`src/rtl/gb_interrupt_ctrl.sv`:
```
`default_nettype none
// ============================================================================
// Module   : gb_interrupt_ctrl
// Purpose  : Game Boy style interrupt controller. Holds the IF (0xFF0F) and
//            IE (0xFFFF) registers, the interrupt master enable (IME) with
//            the one-instruction EI delay, and a two-state dispatch
//            sequencer that hands the CPU a vector address.
// Ports    : clk, reset             - M clock, async active-high reset
//            data_i/addr/wren       - CPU register write bus
//            data_o                 - combinational register read data
//            irq_*                  - source request pulses (IF bits 0..4)
//            ei_i/di_i/reti_i       - CPU EI / DI / RETI execution pulses
//            instr_done_i           - CPU instruction boundary pulse
//            int_ack_i/int_done_i   - dispatch start / dispatch complete
//            int_req_o              - interrupt request to CPU
//            int_vector_o           - dispatch target (0 when idle)
//            ime_o, wake_o          - master enable state, HALT exit
// Revision : 1.0 - initial release
// ============================================================================
module gb_interrupt_ctrl #(
    parameter logic [15:0] VEC_BASE   = 16'h0040,
    parameter logic [15:0] VEC_STRIDE = 16'h0008
) (
    input  logic        clk,
    input  logic        reset,
    input  logic [7:0]  data_i,
    input  logic [15:0] addr,
    input  logic        wren,
    output logic [7:0]  data_o,
    input  logic        irq_vblank,
    input  logic        irq_stat,
    input  logic        irq_timer,
    input  logic        irq_serial,
    input  logic        irq_joypad,
    input  logic        ei_i,
    input  logic        di_i,
    input  logic        reti_i,
    input  logic        instr_done_i,
    input  logic        int_ack_i,
    input  logic        int_done_i,
    output logic        int_req_o,
    output logic [15:0] int_vector_o,
    output logic        ime_o,
    output logic        wake_o
);

    localparam logic [15:0] c_ADDR_IF = 16'hFF0F;
    localparam logic [15:0] c_ADDR_IE = 16'hFFFF;

    typedef enum logic [0:0] {
        S_IDLE     = 1'b0,
        S_DISPATCH = 1'b1
    } state_t;

    state_t      r_state;
    state_t      w_state_nxt;
    logic [4:0]  r_if;
    logic [4:0]  w_if_nxt;
    logic [7:0]  r_ie;
    logic        r_ime;
    logic        w_ime_nxt;
    logic        r_ei_armed;
    logic        w_ei_armed_nxt;
    logic [15:0] r_vector;
    logic [15:0] w_vector_nxt;
    logic [4:0]  w_src;
    logic [4:0]  w_pend;
    logic [4:0]  w_sel_onehot;
    logic [2:0]  w_sel_idx;
    logic [15:0] w_sel_vec;
    logic        w_ack;
    logic        w_wr_if;
    logic        w_wr_ie;

    assign w_src   = {irq_joypad, irq_serial, irq_timer, irq_stat, irq_vblank};
    assign w_pend  = r_if & r_ie[4:0];
    assign w_wr_if = wren && (addr == c_ADDR_IF);
    assign w_wr_ie = wren && (addr == c_ADDR_IE);

    // Lowest index wins: scan from the top so the last hit is the lowest bit.
    always_comb begin
        w_sel_idx    = 3'd0;
        w_sel_onehot = 5'd0;
        for (int i = 4; i >= 0; i--) begin
            if (w_pend[i]) begin
                w_sel_idx    = 3'(i);
                w_sel_onehot = 5'd0;
                w_sel_onehot[i] = 1'b1;
            end
        end
    end

    assign w_sel_vec = VEC_BASE + VEC_STRIDE * {13'd0, w_sel_idx};

    // Dispatch sequencer next state; the vector register is only non-zero
    // while dispatching, so int_vector_o can be driven straight from it.
    always_comb begin
        w_state_nxt  = r_state;
        w_vector_nxt = r_vector;
        w_ack        = 1'b0;
        case (r_state)
            S_IDLE: begin
                if (int_ack_i) begin
                    w_ack        = 1'b1;
                    w_state_nxt  = S_DISPATCH;
                    w_vector_nxt = (|w_pend) ? w_sel_vec : 16'h0000;
                end
            end
            S_DISPATCH: begin
                if (int_done_i) begin
                    w_state_nxt  = S_IDLE;
                    w_vector_nxt = 16'h0000;
                end
            end
            default: begin
                w_state_nxt  = S_IDLE;
                w_vector_nxt = 16'h0000;
            end
        endcase
    end

    // IF update: CPU write, then acknowledge clear, then source pulses on top
    // so a request arriving in the same cycle is never lost.
    always_comb begin
        w_if_nxt = r_if;
        if (w_wr_if) begin
            w_if_nxt = data_i[4:0];
        end
        if (w_ack) begin
            w_if_nxt = w_if_nxt & ~w_sel_onehot;
        end
        w_if_nxt = w_if_nxt | w_src;
    end

    // IME: EI arms and takes effect at the next instruction boundary. The
    // arm check uses the registered flag, so an EI coinciding with a
    // boundary only arms. Later assignments have higher priority; DI last.
    always_comb begin
        w_ime_nxt      = r_ime;
        w_ei_armed_nxt = r_ei_armed;
        if (r_ei_armed && instr_done_i) begin
            w_ime_nxt      = 1'b1;
            w_ei_armed_nxt = 1'b0;
        end
        if (ei_i) begin
            w_ei_armed_nxt = 1'b1;
        end
        if (reti_i) begin
            w_ime_nxt = 1'b1;
        end
        if (w_ack || di_i) begin
            w_ime_nxt      = 1'b0;
            w_ei_armed_nxt = 1'b0;
        end
    end

    always_ff @(posedge clk or posedge reset) begin
        if (reset) begin
            r_state <= S_IDLE;
        end else begin
            r_state <= w_state_nxt;
        end
    end

    always_ff @(posedge clk or posedge reset) begin
        if (reset) begin
            r_if       <= 5'd0;
            r_ie       <= 8'd0;
            r_ime      <= 1'b0;
            r_ei_armed <= 1'b0;
            r_vector   <= 16'h0000;
        end else begin
            r_if       <= w_if_nxt;
            r_ime      <= w_ime_nxt;
            r_ei_armed <= w_ei_armed_nxt;
            r_vector   <= w_vector_nxt;
            if (w_wr_ie) begin
                r_ie <= data_i;
            end
        end
    end

    always_comb begin
        case (addr)
            c_ADDR_IF: data_o = {3'b111, r_if};
            c_ADDR_IE: data_o = r_ie;
            default:   data_o = 8'hFF;
        endcase
    end

    assign int_req_o    = (r_state == S_IDLE) && r_ime && (|w_pend);
    assign int_vector_o = r_vector;
    assign ime_o        = r_ime;
    assign wake_o       = |w_pend;

endmodule
`default_nettype wire

```
`config.mk`:
```
export PLATFORM = sky130hd
export DESIGN_NAME = gb_interrupt_ctrl
export DESIGN_NICKNAME = d
export VERILOG_FILES = /design/src/rtl/gb_interrupt_ctrl.sv
export SDC_FILE = /design/constraint.sdc
export NUM_CORES = 1
export LEC_CHECK = 0
export CAP_MARGIN = 30
export CORE_MARGIN = 10
export CORE_UTILIZATION = 46
export CTS_CLUSTER_DIAMETER = 100
export DETAILED_ROUTE_END_ITERATION = 10
export DONT_BUFFER_PORTS = 1
export HOLD_SLACK_MARGIN = 0.1
export PLACE_DENSITY = 0.58
export SLEW_MARGIN = 0
export SYNTH_ARGS = -nofsm -noshare
export SYNTH_HDL_FRONTEND = slang
export SYNTH_SLANG_ARGS = --single-unit
```
`constraint.sdc`:
```
create_clock -name clk -period 2.36 [get_ports clk]
set_input_delay 0.472 -clock clk [delete_from_list [all_inputs] [get_ports clk]]
set_output_delay 0.472 -clock clk [all_outputs]
set_load 0.03 [all_outputs]
```
==> Word-level counts from Yosys, hierarchy flattened <==
Index checks and enable logic that the tools add are counted.
{ "word_totals": {"register_bits": 32, "inputBits": 38, "out_inout_bits": 27} }
{ "classes": {"addsub": 1, "eq_ne": 4, "n_mux": 27, "bitwise_logic": 5, "reduce_logical": 10} }
{ "ops": {"columns": ["cell", "count"], "rows": [
  ["$mux W5", 7],
  ["$eq A16 B16 Y1 const B", 2],
  ["$mux W16", 2],
  ["$pmux W16 S2", 1],
  ["$pmux W8 S2", 1],
  ["$mux W3", 5],
  ["$and A5 B5 Y5", 2],
  ["$mux W1", 9],
  ["$add A7 B6 Y8 const A", 1],
  ["$mux W8", 1],
  ["$reduce_bool A3 Y1", 2],
  ["$logic_and A1 B1 Y1", 5],
  ["$not A5 Y5", 1],
  ["$or A5 B5 Y5", 1],
  ["$reduce_or A5 Y1", 1],
  ["$ne A2 B2 Y1 const B", 2],
  ["$pmux W1 S2", 1],
  ["$reduce_and A2 Y1", 1],
  ["$logic_or A1 B1 Y1", 1],
  ["$not A1 Y1", 1]
]} }

==> Logic depth before layout (Yosys ltp) <==
{ "logic_depth": {"ltp_word": 10, "ltp_mapped": 5, "ltp_nobuf": 4} }

==> Worst setup path after synthesis <==
OpenSTA, ideal clock, no wires.
{ "synth_timing": {"path_type": "in2out", "startpoint": "input addr[5]", "endpoint": "output data_o[1]", "t_arrival_ns": 1.888, "required_time_ns": 1.888, "setup_slack_ns": 0.000, "cell_stages": 5, "path_buffers": 1, "cell_sequence": "or4_4 -> or4_1 -> buf_2 -> o22ai_2 -> a21o_1"} }
{ "synth_via": {"elab_chain_cells": 2, "word_cells_on_any_way": 3, "cone_classes": "2 x eq/ne; 1 x mux"} }
{ "synth_rtl": {"columns": ["item", "line", "source"], "rows": [
  ["from (decl)", "27", "input logic [15:0] addr,"],
  ["$eq A16 B16 Y1", "184", "case (addr)"],
  ["$pmux W8 S2 (*)", "184", null],
  ["to (decl)", "29", "output logic [7:0] data_o,"]
]} }
Every way passes the cells marked *; elsewhere a longest branch is shown, timed or not.

==> Worst setup path after layout <==
Ends and elaborated chain as after synthesis.

==> flow_summary.toml <==
[run_status]
status = "complete, no violations"

[cells_and_area]
nets = 158
stdcell_area_um2 = 1230
drive_gt1_frac = 0.227
fill_cells = 232
area_growth_pct = 7.67
antennaDiodeCount = 0

[worst_setup_path]
cp.arrival_ns = 1.88
setup.worst_path.class = "in2out"
r2r_start = "r_state"
r2r_end = "r_if[3]"
critPathMaxFanout = 6
reg2regPathDepth = 5
cp.required_ns = 1.89
worstSetupStartpointType = "input pin"
cp-end-kind = "output pin"
ff2ff_setup_slack_ns = 0.74

[global_routing]
use_met2 = 0.177
grtUsageMet1 = 0.123
grt-ovfl-total = 0
use_met3 = 0.0813
grt.busiest_layer = "met2"
grt_start_max_net_pins = 21
grt_pass1_vias = 906
grtUsageTotal = 0.114
antenna_found_initial = 0
grt_pass1_wl_um = 4600

[clock_network]
clock_latency_ns = 0.31
h-tree-depth = 1
numCtsBuffers = 3
cts_buffer_depth = 2
clock_tree.root_cell = "clkbuf_4"
cts_tree = "yes"
cts.clk_slew.worst_paths_ns = 0.13
clkSinkCount = 20

[sta]
fin_skew_ns = 0.0159
holdWs_ns = 0.171
tightest_slew_ns = 0.780
period_share = 0.998
min_period_ns = 2.36
hold_violations = 0
max_clock_freq_mhz = 424
relSlewSlack = 0.479
final-setup-viol-count = 0
slew_viol_final = 0
timing.setup.tns_ns = 0
rsz0062_at_grt = "true"

[floorplan]
io_pins = 65
die_area_um2 = 4880
die_h_um = 69.8
core_area_um2 = 2300
die_w_um = 69.8
start_util = 0.497
rows = 17

[route]
vias = 864
via_per_inst = 5.88
ant_nets = 0
remaining_drc_errors = 0
wirelength_um = 2930
dr.first_iter.drc_count = 33
wl_per_cell_um = 19.9
drtPass1Iterations = 4

[synthesis]
ys_seq_area_frac = 0.438
synth_area_leader_cell = "dfrtp_1"
synthTopCellsByCount = "dfrtp_1 (20), buf_4 (12), nand2_1 (10), mux2_2 (8), nand4_1 (7)"
synthArstFlopShare = 1.00
synth_top_area_frac = 0.438
ys_ff_latch = 20
ys.flop_type = "dfrtp_1"
synth_most_common_cell = "dfrtp_1"
ys.warnings.count = 0
syn_area_um2 = 1140
ys_types = 37
ys_top_cells_by_area = "dfrtp_1 (44%), buf_4 (7.9%), mux2_2 (7.9%)"
synth-edff-count = 0
syn_inst = 113
syn_area_per_cell_um2 = 10.1

[power]
pwr-share-clk = 0.406
ir_drop_mv = 0.485
power.static_leakage_uw = 0.000551
finalPower_uw = 700
switching_share = 0.240
power_frac_comb = 0.084
power.internal_uw = 531
powerDensity_nw_per_um2 = 569
power.share.sequential = 0.510
p_sw_uw = 168

[place]
placed_cell_area_um2 = 1170
portBuffers = 0
gp_congestion = 0.737
place_hpwl_um = 2360

[min_path]
hold_path.class = "in2async"

[flow_run]
cap_violations = 0
==> flip-flops by register name, summed over array words and instances, names as in the netlist <==
name,cells
r_state,1
r_ie,8
int_vector_o,4
r_ei_armed,1
r_if,5
ime_o,1
==> worst max-delay path by stage <==
| stage | from | endpoint | slack (ns) | depth (start not counted) |
|---|---|---|---|---|
| floorplan | addr[5] | data_o[1] | 0.0001 | 5 |
| global placement | addr[5] | data_o[1] | -0.09 | 5 |
| detailed placement | addr[5] | data_o[1] | -0.10 | 5 |
| CTS | addr[5] | data_o[1] | 0.003 | 5 |
| global route | addr[5] | data_o[1] | -0.05 | 5 |
| finish | addr[5] | data_o[1] | 0.004 | 5 |
==> per-layer routing <==
layer  vias to the layer above  part of all wire
met4                         0                 0
met3                         0              0.14
met5                         -                 0
met2                        43              0.47
li1                        409                 -
met1                       412              0.39
==> worst max-delay path, stage by stage <==
cell and delay, ns:
or4_4 0.51, or4_4 0.49, o22ai_2 0.14, a21o_1 0.14
buf_12 0.13
==> area by class of cell <==
type	instances	area, um2	share of cell area
multi-input combinational	83	562	0.457
sequential	20	500	0.407
timing repair buffer	6	57.6	0.0468
tap	28	35.0	0.0285
clock inverter	1	30.0	0.0244
clock buffer	3	22.5	0.0183
inverter	6	22.5	0.0183
==> power groups by stage <==
stage	clock (uW)	combinational, uW	sequential (uW)
floorplan	0	64.6	362
global placement	0	57.0	364
detailed placement	0	58.0	364
CTS	292	58.2	357
global route	310	65.1	358
finish	284	58.4	357
==> what timing repair did <==
action	CTS	global route
setup endpoints to repair	5	1
resized for setup	1	0
hold buffers	0	0
setup buffers	0	0
==> cells in the final DEF, fill, tap and decap left out, types with 2 or more instances in the layout <==
cell type	synthesis	final
a21o_1	2	2
a21oi_1	4	4
a311o_1	2	2
and3b_1	2	2
and4_1	2	2
buf_4	12	5
clkbuf_4	0	3
conb_1	1	12
dfrtp_1	20	20
inv_1	6	6
mux2_2	8	8
nand2_1	10	10
nand3_1	3	3
nand4_1	7	7
nor2_1	3	3
nor3_1	2	2
o22a_1	4	4
or2_2	3	3
or4_4	1	2
==> metrics by stage <==
step | util | setup slack (ns) | instances
6_report | 0.535 | 0.00368 | 147
5_1_grt | 0.535 | -0.0486 | 147
3_5_place_dp | 0.511 | -0.100 | 143
3_3_place_gp | 0.511 | -0.0871 | 143
4_1_cts | 0.535 | 0.00284 | 147
2_1_floorplan | - | 0.000108 | 124
==> kinds of logic (layout without fill, tap and decap cells) <==
logic type | Yosys count | after routing | synth area share
flops | 20 | 20 | 0.438
mux | 8 | 8 | 0.0789
compound gates | 23 | 23 | 0.162
buf+inv | 21 | 16 | 0.110
simple gates | 40 | 40 | 0.208
other cells | 1 | 12 | 0.00328
No activity file was read; power rests on OpenSTA's default activity.
